==> config.mk <==
export PLATFORM = sky130hd
export DESIGN_NAME = ofm_writer
export DESIGN_NICKNAME = d
export VERILOG_FILES = /design/src/rtl/ofm_writer.sv
export SDC_FILE = /design/constraint.sdc
export NUM_CORES = 1
export LEC_CHECK = 0
export CAP_MARGIN = 25
export CORE_UTILIZATION = 47
export DETAILED_ROUTE_END_ITERATION = 8
export DONT_BUFFER_PORTS = 1
export GPL_TIMING_DRIVEN = 0
export PLACE_DENSITY = 0.72
export SYNTH_ARGS = -nofsm -noshare
export SYNTH_HDL_FRONTEND = slang
export SYNTH_SLANG_ARGS = --single-unit
export TNS_END_PERCENT = 10
==> constraint.sdc <==
create_clock -name clk -period 6 [get_ports clk]
set_clock_uncertainty 0.05 [all_clocks]
set_input_delay 1.2 -clock clk [delete_from_list [all_inputs] [get_ports clk]]
set_output_delay 1.2 -clock clk [all_outputs]
set_load 0.02 [all_outputs]
==> src/rtl/ofm_writer.sv <==
// ----------------------------------------------------------------------------
// ofm_writer
//   Tail of the accumulator pipeline. Takes 48-bit beats over a valid/ready
//   stream, repacks them little-endian into 32-bit words and writes those
//   words to consecutive output feature-map SRAM addresses starting at a
//   configured base address. The address wraps modulo 2^ADDR_W. An odd beat
//   count leaves a 16-bit tail, which is written zero-padded. Completion is
//   reported by a one-cycle done pulse and a sticky irq.
//
// Ports
//   clk      : block clock
//   rst      : synchronous active-high reset
//   start    : one-cycle pulse; latches base/count (honoured only when idle)
//   base     : first SRAM word address of the layer
//   count    : number of 48-bit beats to consume
//   s_data   : input beat
//   s_valid  : input beat valid
//   s_ready  : block accepts a beat this cycle (decoded from registers)
//   wr_en    : SRAM write strobe (registered)
//   wr_addr  : SRAM word address (registered)
//   wr_data  : SRAM write data (registered)
//   busy     : high while consuming or draining
//   done     : one-cycle completion pulse, coincident with the last wr_en
//   irq      : sticky completion interrupt
//   irq_clr  : clears irq at the next edge (a same-cycle completion wins)
// ----------------------------------------------------------------------------
module ofm_writer #(
   parameter int ADDR_W = 10,
   parameter int CNT_W  = 9
) (
   input  logic              clk,
   input  logic              rst,
   input  logic              start,
   input  logic [ADDR_W-1:0] base,
   input  logic [CNT_W-1:0]  count,
   input  logic [47:0]       s_data,
   input  logic              s_valid,
   output logic              s_ready,
   output logic              wr_en,
   output logic [ADDR_W-1:0] wr_addr,
   output logic [31:0]       wr_data,
   output logic              busy,
   output logic              done,
   output logic              irq,
   input  logic              irq_clr
);

   typedef enum logic [1:0] {
      ST_IDLE  = 2'd0,
      ST_RUN   = 2'd1,
      ST_FLUSH = 2'd2,
      ST_DONE  = 2'd3
   } state_t;

   localparam logic [ADDR_W-1:0] ADDR_ONE  = {{(ADDR_W-1){1'b0}}, 1'b1};
   localparam logic [CNT_W-1:0]  CNT_ONE   = {{(CNT_W-1){1'b0}}, 1'b1};
   localparam logic [CNT_W-1:0]  CNT_ZERO  = {CNT_W{1'b0}};
   localparam logic [ADDR_W-1:0] ADDR_ZERO = {ADDR_W{1'b0}};

   state_t            state_r;
   state_t            state_nxt_s;

   // Packing buffer: valid data occupies bits [lvl_r-1:0], everything above
   // is kept zero so a new beat can simply be OR-ed in at the fill offset.
   logic [79:0]       buf_r;
   logic [79:0]       buf_nxt_s;
   logic [79:0]       buf_eff_s;
   logic [6:0]        lvl_r;
   logic [6:0]        lvl_nxt_s;
   logic [6:0]        lvl_eff_s;

   logic [ADDR_W-1:0] ptr_r;
   logic [ADDR_W-1:0] ptr_nxt_s;
   logic [CNT_W-1:0]  left_r;
   logic [CNT_W-1:0]  left_nxt_s;

   logic              wr_en_r;
   logic              wr_en_nxt_s;
   logic [ADDR_W-1:0] wr_addr_r;
   logic [ADDR_W-1:0] wr_addr_nxt_s;
   logic [31:0]       wr_data_r;
   logic [31:0]       wr_data_nxt_s;
   logic              irq_r;
   logic              irq_nxt_s;

   logic              active_s;
   logic              drain_s;
   logic              pad_s;
   logic              ready_s;
   logic              accept_s;

   // Drain decision and the post-drain view of the buffer used for appends.
   always_comb begin
      active_s = (state_r == ST_RUN) || (state_r == ST_FLUSH);
      drain_s  = active_s && (lvl_r >= 7'd32);
      // The 16-bit tail only exists once all beats are in.
      pad_s    = (state_r == ST_FLUSH) && (lvl_r == 7'd16);
      if (drain_s) begin
         buf_eff_s = {32'h0000_0000, buf_r[79:32]};
         lvl_eff_s = lvl_r - 7'd32;
      end else begin
         buf_eff_s = buf_r;
         lvl_eff_s = lvl_r;
      end
      // A beat fits when the post-drain level leaves 48 free bits; inside a
      // run this only fails at a full 80-bit buffer.
      ready_s  = (state_r == ST_RUN) && (left_r != CNT_ZERO) && (lvl_eff_s <= 7'd32);
      accept_s = s_valid && ready_s;
   end

   // Next values for buffer, pointers, write port and interrupt.
   always_comb begin
      buf_nxt_s     = buf_eff_s;
      lvl_nxt_s     = lvl_eff_s;
      ptr_nxt_s     = ptr_r;
      left_nxt_s    = left_r;
      wr_en_nxt_s   = 1'b0;
      wr_addr_nxt_s = wr_addr_r;
      wr_data_nxt_s = wr_data_r;

      if (drain_s) begin
         wr_en_nxt_s   = 1'b1;
         wr_addr_nxt_s = ptr_r;
         wr_data_nxt_s = buf_r[31:0];
         ptr_nxt_s     = ptr_r + ADDR_ONE;
      end else if (pad_s) begin
         wr_en_nxt_s   = 1'b1;
         wr_addr_nxt_s = ptr_r;
         wr_data_nxt_s = {16'h0000, buf_r[15:0]};
         ptr_nxt_s     = ptr_r + ADDR_ONE;
         buf_nxt_s     = 80'h0;
         lvl_nxt_s     = 7'd0;
      end else begin
         wr_en_nxt_s   = 1'b0;
      end

      if (accept_s) begin
         buf_nxt_s  = buf_eff_s | ({32'h0000_0000, s_data} << lvl_eff_s);
         lvl_nxt_s  = lvl_eff_s + 7'd48;
         left_nxt_s = left_r - CNT_ONE;
      end else begin
         left_nxt_s = left_r;
      end

      // Configuration is captured only from idle; later starts are ignored.
      if ((state_r == ST_IDLE) && start) begin
         ptr_nxt_s  = base;
         left_nxt_s = count;
         buf_nxt_s  = 80'h0;
         lvl_nxt_s  = 7'd0;
      end else begin
         ptr_nxt_s  = ptr_nxt_s;
      end

      // Setting on completion takes priority over a same-cycle clear.
      if (state_r == ST_DONE) begin
         irq_nxt_s = 1'b1;
      end else if (irq_clr) begin
         irq_nxt_s = 1'b0;
      end else begin
         irq_nxt_s = irq_r;
      end
   end

   // Control FSM next-state decode.
   always_comb begin
      state_nxt_s = state_r;
      case (state_r)
         ST_IDLE: begin
            if (start) begin
               if (count == CNT_ZERO) begin
                  state_nxt_s = ST_DONE;
               end else begin
                  state_nxt_s = ST_RUN;
               end
            end else begin
               state_nxt_s = ST_IDLE;
            end
         end
         ST_RUN: begin
            if (left_nxt_s == CNT_ZERO) begin
               state_nxt_s = ST_FLUSH;
            end else begin
               state_nxt_s = ST_RUN;
            end
         end
         ST_FLUSH: begin
            // Leaving with an empty buffer means the final word (full or
            // padded) was issued on this edge, so done lines up with it.
            if (lvl_nxt_s == 7'd0) begin
               state_nxt_s = ST_DONE;
            end else begin
               state_nxt_s = ST_FLUSH;
            end
         end
         ST_DONE: begin
            state_nxt_s = ST_IDLE;
         end
         default: begin
            state_nxt_s = ST_IDLE;
         end
      endcase
   end

   // Control FSM state register.
   always_ff @(posedge clk) begin
      if (rst) begin
         state_r <= ST_IDLE;
      end else begin
         state_r <= state_nxt_s;
      end
   end

   // Datapath, write-port and interrupt registers.
   always_ff @(posedge clk) begin
      if (rst) begin
         buf_r     <= 80'h0;
         lvl_r     <= 7'd0;
         ptr_r     <= ADDR_ZERO;
         left_r    <= CNT_ZERO;
         wr_en_r   <= 1'b0;
         wr_addr_r <= ADDR_ZERO;
         wr_data_r <= 32'h0000_0000;
         irq_r     <= 1'b0;
      end else begin
         buf_r     <= buf_nxt_s;
         lvl_r     <= lvl_nxt_s;
         ptr_r     <= ptr_nxt_s;
         left_r    <= left_nxt_s;
         wr_en_r   <= wr_en_nxt_s;
         wr_addr_r <= wr_addr_nxt_s;
         wr_data_r <= wr_data_nxt_s;
         irq_r     <= irq_nxt_s;
      end
   end

   assign s_ready = ready_s;
   assign wr_en   = wr_en_r;
   assign wr_addr = wr_addr_r;
   assign wr_data = wr_data_r;
   assign busy    = active_s;
   assign done    = (state_r == ST_DONE);
   assign irq     = irq_r;

endmodule

Word level (Yosys, flattened, before mapping)
Cells that the tools add are included.
{"block": "classes", "reduce_logical": 16, "mux": 27, "n_eq_ne": 4, "n_bitwise": 1, "magnitude_cmp": 2, "shifts": 1, "add_sub_neg": 4}
{"operator": "$mux 80", "n": 4}
{"operator": "$or 80x80->80", "n": 1}
{"operator": "$shl 48x7->80", "n": 1}
{"operator": "$mux 32", "n": 2}
{"operator": "$mux 10", "n": 5}
{"operator": "$mux 7", "n": 5}
{"operator": "$logic_not 9->1", "n": 2}
{"operator": "$mux 9", "n": 2}
{"operator": "$add 10x1->10 const B", "n": 1}
{"operator": "$reduce_bool 9->1", "n": 1}
{"operator": "$sub 9x1->9 const B", "n": 1}
{"operator": "$pmux 2 s4", "n": 1}
{"operator": "$add 7x6->7 const B", "n": 1}
{"operator": "$eq 7x5->1 const B", "n": 1}
{"operator": "$ge 7x6->1 const B", "n": 1}
{"operator": "$le 7x6->1 const B", "n": 1}
{"operator": "$logic_not 7->1", "n": 1}
{"operator": "$sub 7x6->7 const B", "n": 1}
{"operator": "$logic_and 1x1->1", "n": 6}
{"operator": "$mux 2", "n": 3}
{"operator": "$mux 1", "n": 5}
{"operator": "$eq 2x2->1 const B", "n": 2}
{"operator": "$reduce_bool 2->1", "n": 2}
{"operator": "$reduce_bool 3->1", "n": 1}
{"operator": "4 further kinds", "n": 4}
{"block": "totals", "input_bits": 72, "out_inout_bits": 47, "register_bits": 152}

Logic depth before layout (Yosys ltp)
{"block": "logic_depth", "ltp_word": 12, "ltp_mapped": 16, "mapped_depth_nobuf": 12}

Worst setup path after synthesis
OpenSTA, ideal clock, no wires.
{"block": "synth_timing", "kind": "reg2out", "from": "reg state_r[0]", "to": "out s_ready", "stages_incl_launch_ff": 11, "path_slack_ns": 2.050, "t_arrival_ns": 2.700, "t_required_ns": 4.750, "n_path_buf": 3, "cell_sequence": "dfxtp_1 > inv_1 > ha_1 > nor2b_1 > buf_2 > xnor2_2 > buf_2 > clkbuf_1 > ha_1 > nand2_2 > a211oi_2"}
{"block": "synth_via", "elab_chain_len": 6, "elab_cells_between_ends": 8}
{"item": "start, declared", "line_no": "60", "source": "state_t state_r;"}
{"item": "start signal, assigned", "line_no": "210", "source": "state_r <= state_nxt_s;"}
{"item": "$eq 2x1->1 or $eq 2x2->1 (tied branches)", "line_no": "94", "source": "active_s = (state_r == ST_RUN) || (state_r == ST_FLUSH);"}
{"item": "$logic_or 1x1->1 (*)", "line_no": "94"}
{"item": "named net busy", "line_no": "42", "source": "output logic busy,"}
{"item": "$logic_and 1x1->1 (*)", "line_no": "95", "source": "drain_s = active_s && (lvl_r >= 7'd32);"}
{"item": "$mux 7 (*)", "line_no": "98", "source": "if (drain_s) begin"}
{"item": "$le 7x6->1 (*)", "line_no": "107", "source": "ready_s = (state_r == ST_RUN) && (left_r != CNT_ZERO) && (lvl_eff_s <= 7'd32);"}
{"item": "$logic_and 1x1->1 (*)", "line_no": "107"}
{"item": "end, declared", "line_no": "38", "source": "output logic s_ready,"}
The timed path passes the listed nets; every way through them passes the cells marked *.

Worst setup path after layout
Ends and elaborated chain as after synthesis.

==> results by group <==
STA
  – Transition time at the pin with the least slew margin: 0.896 ns
  – Normalized max-slew margin: 39.7%
  – Final-report setup violation count: 0
  – Min Hold Slack: 0.404 ns
  – Final Critical Period: about 5.0 ns
  – Total negative setup slack: 0 ns
  – Period utilisation layout: between 80% and 90%
  – Setup repair after global routing missed its margin: false
  – Final number of hold-violating endpoints: 0
  – Top achievable clock speed: 201 MHz
  – Final-report max-slew violation count: 0

Finish
  – Net total in the final layout: 1244
  – Signed area change from the synthesized netlist to the final layout: 10.4%
  – Sequential standard cell area: 3040 um2
  – Number of fillers in the final layout: 1921
  – Antenna Diode Count: 0
  – Multi-input combinational cell area: between 5000 and 6000 um2
  – Layout cells sized above 1: between 10% and 20%

Floorplan
  – Floorplan Core Area: 19500 um2
  – Initial Utilization: 48.1%
  – Overall die height: around 140 um
  – Die area: ~21000 um2
  – Row count: 51
  – Width of the die: 143 um
  – Boundary pin count: roughly 120

Min path
  – Kind of path behind the tightest hold check: reg2reg
  – Hold path depth: 2

GRT
  – Maximum number of pins on one net before global-route repair: 17
  – Global-route wire length before repair: 49.3 mm
  – Global route overflow: 0
  – Total track usage: around a third
  – Number of antenna violations at the first check in global routing: 0
  – Vias in the first global route: 8538

Clocking
  – TritonCTS clock tree: yes
  – Clock transition at the registers of the reported paths: 0.06 ns
  – Worst-Skew Late Latency: 0.44 ns
  – Count of hold buffers inserted by post-cts repair: 0
  – Total clock sinks: 152
  – Buffer count from post-CTS setup fixing: 0
  – Root Driver: clkbuf_16
  – Quantity of gates resized following cts: 0
  – TritonCTS Buffers: 17
  – Depth of the CTS H-tree: 4
  – Maximum clock path buffer count: 2

Synth
  – Mean post-synth cell area: 8.24 um2
  – Library cell with the largest summed area after synthesis: dfxtp_1
  – #FFs+latches synth: roughly 150
  – Sequential area share after synthesis: between 30% and 40%
  – Largest cells by area after synthesis: dfxtp_1 (32%), mux4_2 (10%), nand2_1 (9.8%), mux2i_1 (8.4%), a21oi_1 (4.8%)
  – Combined area of all synthesized cells: 9400 um2
  – Count of synthesis-stage warnings from yosys: 0
  – Commonest register cell after synthesis: dfxtp_1
  – Count of cell types in the netlist: between 60 and 70
  – Synthesized instance count: 1141
  – Area fraction of the dominant cell type after synthesis: 32.4%
  – Synthesized net count: 1224
  – Post-synth EDFFs: 0
  – Async set-or-reset flop fraction in the synthesized netlist: 0%

Critical path
  – Number of cells on the worst reg-to-reg path: 15
  – Critical path's top delay family: buffers and inverters
  – Worst EP arrival: 3.74 ns
  – Slowest cell delay on critical path: between 0.6 and 0.7 ns
  – Series of cell instances along the critical path: inv_1 > ha_1 > nor2b_1 > buf_2 > xnor2_2 > buf_2 > clkbuf_1 > ha_1 > nand2_2 > a211oi_2
  – Count of buffer and inverter cells on the critical path: 4
  – Category of the worst setup path launch point: flop
  – Type of element capturing the critical path: output port
  – Critical path depth: 10
  – Crit path max fanout: 10
  – CP max-delay cell: a211oi_2
  – Critical path type: reg2out
  – Required time of the critical path: 4.75 ns

Placement
  – Placer Congestion: between 0.9 and 1
  – Count of buffers inserted at the top-level ports: 0
  – Half-perimeter wire length after detailed placement: 25.1 mm

Routing
  – Total Wirelength: 31.5 mm
  – Routed via count: ~9100
  – DRC marker count from the first detailed-route iteration: about 950
  – Avg WL per Cell: 21.9 um
  – Detail Route Antenna Nets: 0
  – First-pass iteration count of the detailed router: 6
  – Drt via density: 6.31
  – Post-detailed-route DRC marker count: 0

Flow run
  – Max_cap viols: 0

Pwr
  – Peak supply drop: 134 uV
  – Standby leakage power: 3.64 nW
  – Pwr/cell area: between 200 and 250 nW/um2

Status
  – Result of the run: complete, no violations
[routing by layer]
| metal | GRT usage (%) | share of wire, % |
|---|---|---|
| met5 | 0 | 0 |
| met4 | 13.0 | 3.9 |
| met3 | 6.50 | 8.4 |
| met2 | 50.2 | 45 |
| met1 | 41.8 | 43 |
[registers in the layout, summed over array words and instances (netlist names)]
signal,count
wr_data,32
ptr_r,10
lvl_r,7
wr_en,1
wr_addr,10
state_r,2
buf_r,80
irq,1
left_r,9
[area by class of cell]
class / count / area share (%)
timing repair buffer: 1 / 0.0724
clock buffer: 18 / 4.14
inverter: 14 / 0.506
buffer: 95 / 3.80
clock inverter: 14 / 2.03
multi-input combinational: 880 / 56.9
tap: 265 / 3.20
sequential: 152 / 29.3
[placed cells by master (no fill, tap or decap), types with 11 or more instances in the layout]
cell	instances
nand2_1	245
dfxtp_1	152
a21oi_1	91
nor2_1	82
mux2i_1	79
o21ai_0	76
clkbuf_1	65
mux4_2	42
nand3_1	27
o22ai_1	23
a22oi_1	18
clkbuf_16	17
buf_2	15
buf_1	13
inv_1	12
ha_1	11
[path summary, 6_finish.rpt]
check	from	end	slack, ns
max	state_r[0]	s_ready	1.01
min	buf_r[27]	wr_data[27]	0.40
max reg2reg	state_r[0]	state_r[0]	1.51
min reg2reg	buf_r[27]	wr_data[27]	0.40
[worst min-delay path: cells and delay by family, from the launching register on]
kind	cells	cell delay [ns]
AND/OR/NAND/NOR	1	0.05
flip-flops	1	0.31
AO/OA/AOI/OAI	1	0.05
[through the flow]
step / utilization [%] / instances / cell area, um2 / total power, W / setup slack [ns]
final: 53.1 / 1439 / 10400 / 0.00253 / 1.01
after global routing: 53.1 / 1439 / 10400 / 0.00260 / 0.876
after CTS: 53.1 / 1438 / 10400 / 0.00252 / 1.05
after detailed placement: 49.8 / 1406 / 9730 / 0.00136 / 1.52
after global placement: 49.8 / 1406 / 9730 / 0.00136 / 1.57
after floorplan: - / 1141 / 9400 / 0.00127 / 2.05
[cells by family after synthesis]
kind of cell / synth area share (%)
simple gates: 19.7
compound gates: 20.7
flops: 32.4
mux: 19.4
buf+inv: 4.75
xor+xnor: 1.57
fa+ha+maj: 1.46
[synth_stat cells (5+ instances only)]
| library cell | instances |
|---|---|
| nor3_1 | 10 |
| nand3_1 | 27 |
| mux4_2 | 42 |
| a22oi_1 | 18 |
| mux2i_1 | 79 |
| nand4_1 | 6 |
| nor2_1 | 82 |
| or2_2 | 5 |
| mux2_2 | 8 |
| o221ai_1 | 7 |
| buf_2 | 15 |
| xor2_1 | 8 |
| dfxtp_1 | 152 |
| clkbuf_1 | 64 |
| buf_1 | 13 |
| a21oi_1 | 91 |
| nor2b_1 | 7 |
| a221oi_1 | 8 |
| and2_1 | 10 |
| a31oi_1 | 8 |
| ha_1 | 11 |
| o21ai_1 | 6 |
| inv_1 | 12 |
| a22o_1 | 9 |
| xnor2_1 | 7 |
| a211oi_1 | 10 |
| nand2_1 | 245 |
| a222oi_1 | 8 |
| and3_1 | 5 |
| nor4_1 | 7 |
| o21ai_0 | 76 |
| a32o_1 | 5 |
| o22ai_1 | 23 |
[power breakdown]
part,total [W],switching (W),internal (W)
logic,0.000304,0.000197,0.000107
registers,0.00105,0.0000180,0.00103
clock network,0.00117,0.000465,0.000709
total,0.00253,0.000680,0.00185
(Power assumes the default switching activity.)
